File: config.mk
export PLATFORM = sky130hd
export DESIGN_NAME = dio_input_conditioner
export DESIGN_NICKNAME = d
export VERILOG_FILES = /design/src/rtl/dio_input_conditioner.sv
export SDC_FILE = /design/constraint.sdc
export NUM_CORES = 1
export LEC_CHECK = 0
export BUFFER_PORTS_ARGS = -buffer_cell sky130_fd_sc_hd__buf_2
export CORE_MARGIN = 5
export CORE_UTILIZATION = 60
export DETAILED_ROUTE_END_ITERATION = 10
export HOLD_SLACK_MARGIN = 0.12
export PLACE_DENSITY = 0.81
export SYNTH_ARGS = -nofsm -noshare
export SYNTH_HDL_FRONTEND = slang
export SYNTH_SLANG_ARGS = --single-unit
export TNS_END_PERCENT = 5
File: constraint.sdc
create_clock -name Clk -period 4 [get_ports Clk]
set_input_delay 0.6 -clock Clk [delete_from_list [all_inputs] [get_ports Clk]]
set_output_delay 0.6 -clock Clk [all_outputs]
set_load 0.02 [all_outputs]
File: src/rtl/dio_input_conditioner.sv
// DIO input conditioner: per-pin synchroniser, debounce, and registered rise/fall strobes.
// Optional rising-edge counter on a selected pin when DIO_EDGE_COUNT_EN is defined.
module dio_input_conditioner #(
  parameter int unsigned WIDTH       = 8,
  parameter int unsigned SYNC_STAGES = 2,
  parameter int unsigned CNT_W       = 16
) (
  input  logic               Clk,
  input  logic               Reset,
  input  logic [WIDTH-1:0]   DioIn,
  input  logic [CNT_W-1:0]   DebounceCycles,
  output logic [WIDTH-1:0]   Clean,
  output logic [WIDTH-1:0]   Rise,
  output logic [WIDTH-1:0]   Fall,
  input  logic [2:0]         CountSel,
  input  logic               CountClear,
  output logic [15:0]        EdgeCount
);

  localparam int unsigned CNT_W1 = CNT_W + 1;
  localparam int unsigned EDGE_W = 16;

  logic [SYNC_STAGES-1:0][WIDTH-1:0] sync_q;
  logic [WIDTH-1:0]                  sync_s;
  logic [WIDTH-1:0][CNT_W-1:0]       cnt_q;
  logic [WIDTH-1:0][CNT_W-1:0]       cnt_d;
  logic [WIDTH-1:0]                  clean_q;
  logic [WIDTH-1:0]                  clean_d;
  logic [WIDTH-1:0]                  rise_q;
  logic [WIDTH-1:0]                  rise_d;
  logic [WIDTH-1:0]                  fall_q;
  logic [WIDTH-1:0]                  fall_d;
  logic [CNT_W-1:0]                  neff;

  // Plain flop chain; nothing combinational between stages.
  always_ff @(posedge Clk or negedge Reset) begin
    if (!Reset) begin
      sync_q <= '0;
    end else begin
      sync_q[0] <= DioIn;
      for (int s = 1; s < SYNC_STAGES; s++) begin
        sync_q[s] <= sync_q[s-1];
      end
    end
  end

  assign sync_s = sync_q[SYNC_STAGES-1];

  // A zero threshold behaves like one: the pin follows the synchroniser directly.
  assign neff = (DebounceCycles == '0) ? CNT_W'(1) : DebounceCycles;

  // Per-pin debounce; compare is >= so a lowered threshold takes effect at once.
  always_comb begin
    cnt_d   = cnt_q;
    clean_d = clean_q;
    rise_d  = '0;
    fall_d  = '0;
    for (int i = 0; i < WIDTH; i++) begin
      if (sync_s[i] == clean_q[i]) begin
        cnt_d[i] = '0;
      end else if (({1'b0, cnt_q[i]} + CNT_W1'(1)) >= {1'b0, neff}) begin
        cnt_d[i]   = '0;
        clean_d[i] = sync_s[i];
        rise_d[i]  = sync_s[i];
        fall_d[i]  = ~sync_s[i];
      end else begin
        cnt_d[i] = cnt_q[i] + CNT_W'(1);
      end
    end
  end

  always_ff @(posedge Clk or negedge Reset) begin
    if (!Reset) begin
      cnt_q   <= '0;
      clean_q <= '0;
      rise_q  <= '0;
      fall_q  <= '0;
    end else begin
      cnt_q   <= cnt_d;
      clean_q <= clean_d;
      rise_q  <= rise_d;
      fall_q  <= fall_d;
    end
  end

  assign Clean = clean_q;
  assign Rise  = rise_q;
  assign Fall  = fall_q;

`ifdef DIO_EDGE_COUNT_EN
  logic [EDGE_W-1:0] edge_cnt_q;

  // Saturating count of the selected pin's rise strobe; clear wins over increment.
  always_ff @(posedge Clk or negedge Reset) begin
    if (!Reset) begin
      edge_cnt_q <= '0;
    end else if (CountClear) begin
      edge_cnt_q <= '0;
    end else if (rise_q[CountSel] && (edge_cnt_q != '1)) begin
      edge_cnt_q <= edge_cnt_q + EDGE_W'(1);
    end
  end

  assign EdgeCount = edge_cnt_q;
`else
  logic count_unused;

  assign count_unused = ^{CountSel, CountClear};
  assign EdgeCount    = EDGE_W'(0);
`endif

endmodule
After elaboration in Yosys (flattened, before gate mapping)
Index checks and enable logic that the tools add are counted.
{"block": "word_totals", "register_bits": 168, "wordCells": 126}
{"block": "op_classes", "addsub": 16, "magnitude_cmp": 8, "n_eq_ne": 8, "mux": 49, "bitwise_logic": 16, "n_reduce_logical": 9}
{"operator": "2-to-1 mux 16 bit", "n": 17}
{"operator": "adder 16 x 1 -> 17 bit (second input constant)", "n": 8}
{"operator": "greater-or-equal comparator 17 x 16 -> 1 bit", "n": 8}
{"operator": "adder 16 x 1 -> 16 bit (second input constant)", "n": 8}
{"operator": "2-to-1 mux 1 bit", "n": 32}
{"operator": "zero test 16 bit", "n": 1}
{"operator": "NOT 1 bit", "n": 16}
{"operator": "AND reduction 2 bit", "n": 8}
{"operator": "== test 1 bit", "n": 8}

Depth between registers and ports, before layout
{"block": "logic_depth", "word_depth": 5, "depth_mapped": 14, "depth_no_buf": 13}

Least setup slack after synthesis
OpenSTA, ideal clock, no wires.
{"block": "synth_timing", "path_kind": "register to register", "start": "reg cnt_q[16] (netlist name)", "end": "reg clean_q[1] (netlist: Clean[1])", "setup_ns": 0.128, "arrival_ns": 2.790, "slack_ns": 1.083, "path_stages_with_launch": 13, "n_path_buf": 0, "period_less_slack_ns": 2.917, "cell_sequence": "dfrtp_1 > ha_1 > nand3_1 > nor3_2 > and4_1 > xor2_1 > ha_1 > nand4_1 > nor4_2 > a221o_1 > a211oi_2 > and2b_1 > mux2_1"}
{"block": "synth_between", "elab_chain_cells": 3}
{"item": "start: declaration", "line_no": "25", "rtl": "logic [WIDTH-1:0][CNT_W-1:0] cnt_q;"}
{"item": "start signal: assignment", "line_no": "79", "rtl": "cnt_q <= cnt_d;"}
{"item": "adder 16 x 1 -> 17 bit", "line_no": "61", "rtl": "end else if (({1'b0, cnt_q[i]} + CNT_W1'(1)) >= {1'b0, neff}) begin"}
{"item": "greater-or-equal comparator 17 x 16 -> 1 bit", "line_no": "61"}
{"item": "AND reduction 2 bit (no source line)"}
{"item": "end signal: assignment", "line_no": "80", "rtl": "clean_q <= clean_d;"}
{"item": "end: declaration", "line_no": "27", "rtl": "logic [WIDTH-1:0] clean_q;"}
Every way passes these cells.
A chain may end at the register's enable or synchronous reset.

Worst setup path after layout
{"block": "layout_timing", "start": "reg cnt_q[64] (netlist name)", "end": "reg clean_q[4] (netlist: Clean[4])"}
The elaborated chain is that of the path after synthesis.

==> reports/metrics.yaml <==
floorplan:
  dieArea_sq_um: 20100
  die_h_um: 142
  start_util: 0.606
  fp.dieW_um: 142
  pin_count: 70
  core_sq_um: 17200
  fp-row-count: 48
cts:
  worstSkewPairLatency_ps: 440
  cts-root-buf: "clkbuf_16"
  clock_sinks: 168
  ctsHtreeMaxLevel: 4
  numCtsBuffers: 17
  clockBufferDepth: 2
  clk_pin_slew_ps: 70
  cts_tree: "built"
  ctsResizeCount: 0
  cts_hold_buf: 0
  cts_setup_buffers: 0
logic_synthesis:
  postSynthCellCount: 1009
  ys.warnings.count: 0
  syn_avg_cell_area_sq_um: 10.3
  synth.distinct_cells: 64
  syn-cell-area_sq_um: 10400
  synth-seq-cells: 168
  async_flop_share: 1.00
  synth_edf_count: 0
  yosysSeqAreaShare: 0.404
  synth_flop_cell: "dfrtp_1"
critical_path:
  rr_worst_depth: 11
  crit_arrival_ps: 3770
  cp_max_fo: 8
  crit_required_ps: 4320
  setup.worst_path.class: "reg2reg"
  r2r-start: "cnt_q[64]"
  endpoint_kind: "flop"
  rrSetupSlack_ps: 550
  rr_endpoint: "Clean[4]"
  start_kind: "flop"
routing:
  drt_iter0_drc: 394
  route.detailed.drc: 0
  vias: 7675
  via_per_inst: 5.83
  drt_pre_antenna_iters: 5
  wire_per_inst_um: 17.0
  ant_nets: 0
  routed_wl_um: 22400
flow_run:
  drv_cap: 0
cells_and_area:
  syn2layout_area_growth_pct: 10.3
  final_common_cell: "dfrtp_1"
  drive_gt1_frac: 0.112
  mostFrequentLayoutCells: "dfrtp_1 (168), ha_1 (136), nor2b_1 (80)"
  diodes: 0
  fillers: 1320
  nNetsFinal: 1244
grt:
  grt_max_degree: 82
  grt-ovfl-total: 0
  antenna_found_initial: 0
  grt_usage: 0.231
  grt_pass1_vias: 7614
  grt_pass1_wl_um: 37000
timing:
  fin_crit_sh: 0.863
  tightest_slew_ps: 872
  layout_min_cycle_time_ps: 3450
  timing.fmax_mhz: 290
  slew_viol_final: 0
  timing_hold_violations_final: 0
  setup_viol: 0
  fin_skew_ps: 8.77
  fin_setup_tns_ps: 0
  rsz0062_at_grt: "no"
  slew_headroom: 0.417
  holdWs_ps: 200
placed_design:
  portBuffers: 49
  gp_congestion: 0.845
  hpwl_um: 15700
worst_hold_path:
  min_path_type: "in2async"
pwr:
  p_leak_nw: 5.99
  vdd_drop_max_uv: 466
  powerDensity_nw_per_um2: 321
outcome:
  status: "complete, no violations"
## how the worst max path moves through the flow
stage | from | endpoint | slack [ps]
floorplan | cnt_q[16] | Clean[1] | 1080
global placement | DebounceCycles[1] | Clean[2] | 660
detailed placement | DebounceCycles[1] | Clean[4] | 600
CTS | cnt_q[64] | Clean[4] | 590
global route | cnt_q[100] | cnt_q[102] | 280
finish | cnt_q[64] | Clean[4] | 550
## registers in the layout (all words and copies together) (netlist names)
name and count:
sync_s 8, sync_q 8, Fall 8, cnt_q 128
Clean 8, Rise 8
## synthesized netlist by cell type, types with 4 or more instances
| cell type | number | area [sq um] |
|---|---|---|
| nand4_1 | 34 | 213 |
| nand2b_1 | 4 | 25.0 |
| nand3_1 | 55 | 275 |
| nor3b_1 | 14 | 105 |
| nor2b_1 | 80 | 500 |
| dfrtp_1 | 168 | 4200 |
| mux2_2 | 4 | 45.0 |
| a21oi_1 | 35 | 175 |
| nor4_1 | 4 | 25.0 |
| xnor2_1 | 71 | 622 |
| o21ai_0 | 15 | 75.1 |
| inv_1 | 39 | 146 |
| and4_1 | 10 | 87.6 |
| nand2_1 | 61 | 229 |
| a31oi_1 | 4 | 25.0 |
| nor3_1 | 10 | 50.1 |
| a21o_1 | 17 | 128 |
| nor2_1 | 59 | 221 |
| and3_1 | 40 | 250 |
| nor2b_2 | 8 | 70.1 |
| ha_1 | 136 | 1700 |
| o31a_1 | 4 | 35.0 |
| a211oi_1 | 7 | 52.6 |
| and2b_1 | 4 | 30.0 |
| buf_4 | 18 | 135 |
| xor2_1 | 49 | 429 |
## power by group
part | switching [W] | internal [W] | leakage, nW | total, W
clock network | 0.000733 | 0.000891 | 0.286 | 0.00162
logic | 0.000206 | 0.000104 | 3.41 | 0.000310
registers | 0.0000258 | 0.00173 | 2.29 | 0.00175
total | 0.000964 | 0.00272 | 5.99 | 0.00369
## worst max-delay path, cell delays in order, from the launching register on
cell	delay (ps)
dfrtp_1	400
ha_1	200
nand3_1	230
nor4_2	480
nand4_1	170
xnor2_1	230
ha_1	290
a21o_1	180
a21oi_1	140
o21ai_0	140
a211oi_2	490
mux2_2	390
## kinds of logic (layout without fill, tap and decap cells)
kind of cell | count (synthesis) | in the layout | synth area share
AOI/OAI and AO/OA | 108 | 108 | 0.0718
xor gates and xnor gates | 120 | 120 | 0.101
adders and majority gates | 136 | 136 | 0.163
buffers and inverters | 65 | 132 | 0.0323
DFF | 168 | 168 | 0.404
muxes | 8 | 8 | 0.00901
other | 1 | 16 | 0.000360
and+or+nand+nor | 403 | 403 | 0.219
## metal layers
metal,share of wire,up-vias,track usage
li1,-,3693,-
met1,0.42,3715,0.284
met2,0.50,200,0.398
met3,0.052,67,0.0519
met4,0.034,0,0.0889
met5,0,-,0
## per-stage QoR
stage / setup WS [ps] / power, W / util / cells / instance area [sq um]
2_1_floorplan: 1080 / 0.00198 / - / 1024 / 10500
5_1_grt: 279 / 0.00384 / 0.669 / 1316 / 11500
4_1_cts: 589 / 0.00372 / 0.669 / 1316 / 11500
6_report: 546 / 0.00369 / 0.669 / 1316 / 11500
3_3_place_gp: 658 / 0.00208 / 0.636 / 1284 / 10900
3_5_place_dp: 598 / 0.00210 / 0.636 / 1284 / 10900
## cell type report
class	count	area, sq um	area share
Inverter	39	146	0.0127
Timing Repair Buffer	61	354	0.0308
Tap cell	225	282	0.0245
Sequential cell	168	4200	0.366
Clock inverter	14	136	0.0119
Clock buffer	18	439	0.0382
Multi-Input combinational cell	791	5930	0.516
(Power assumes the default switching activity.)
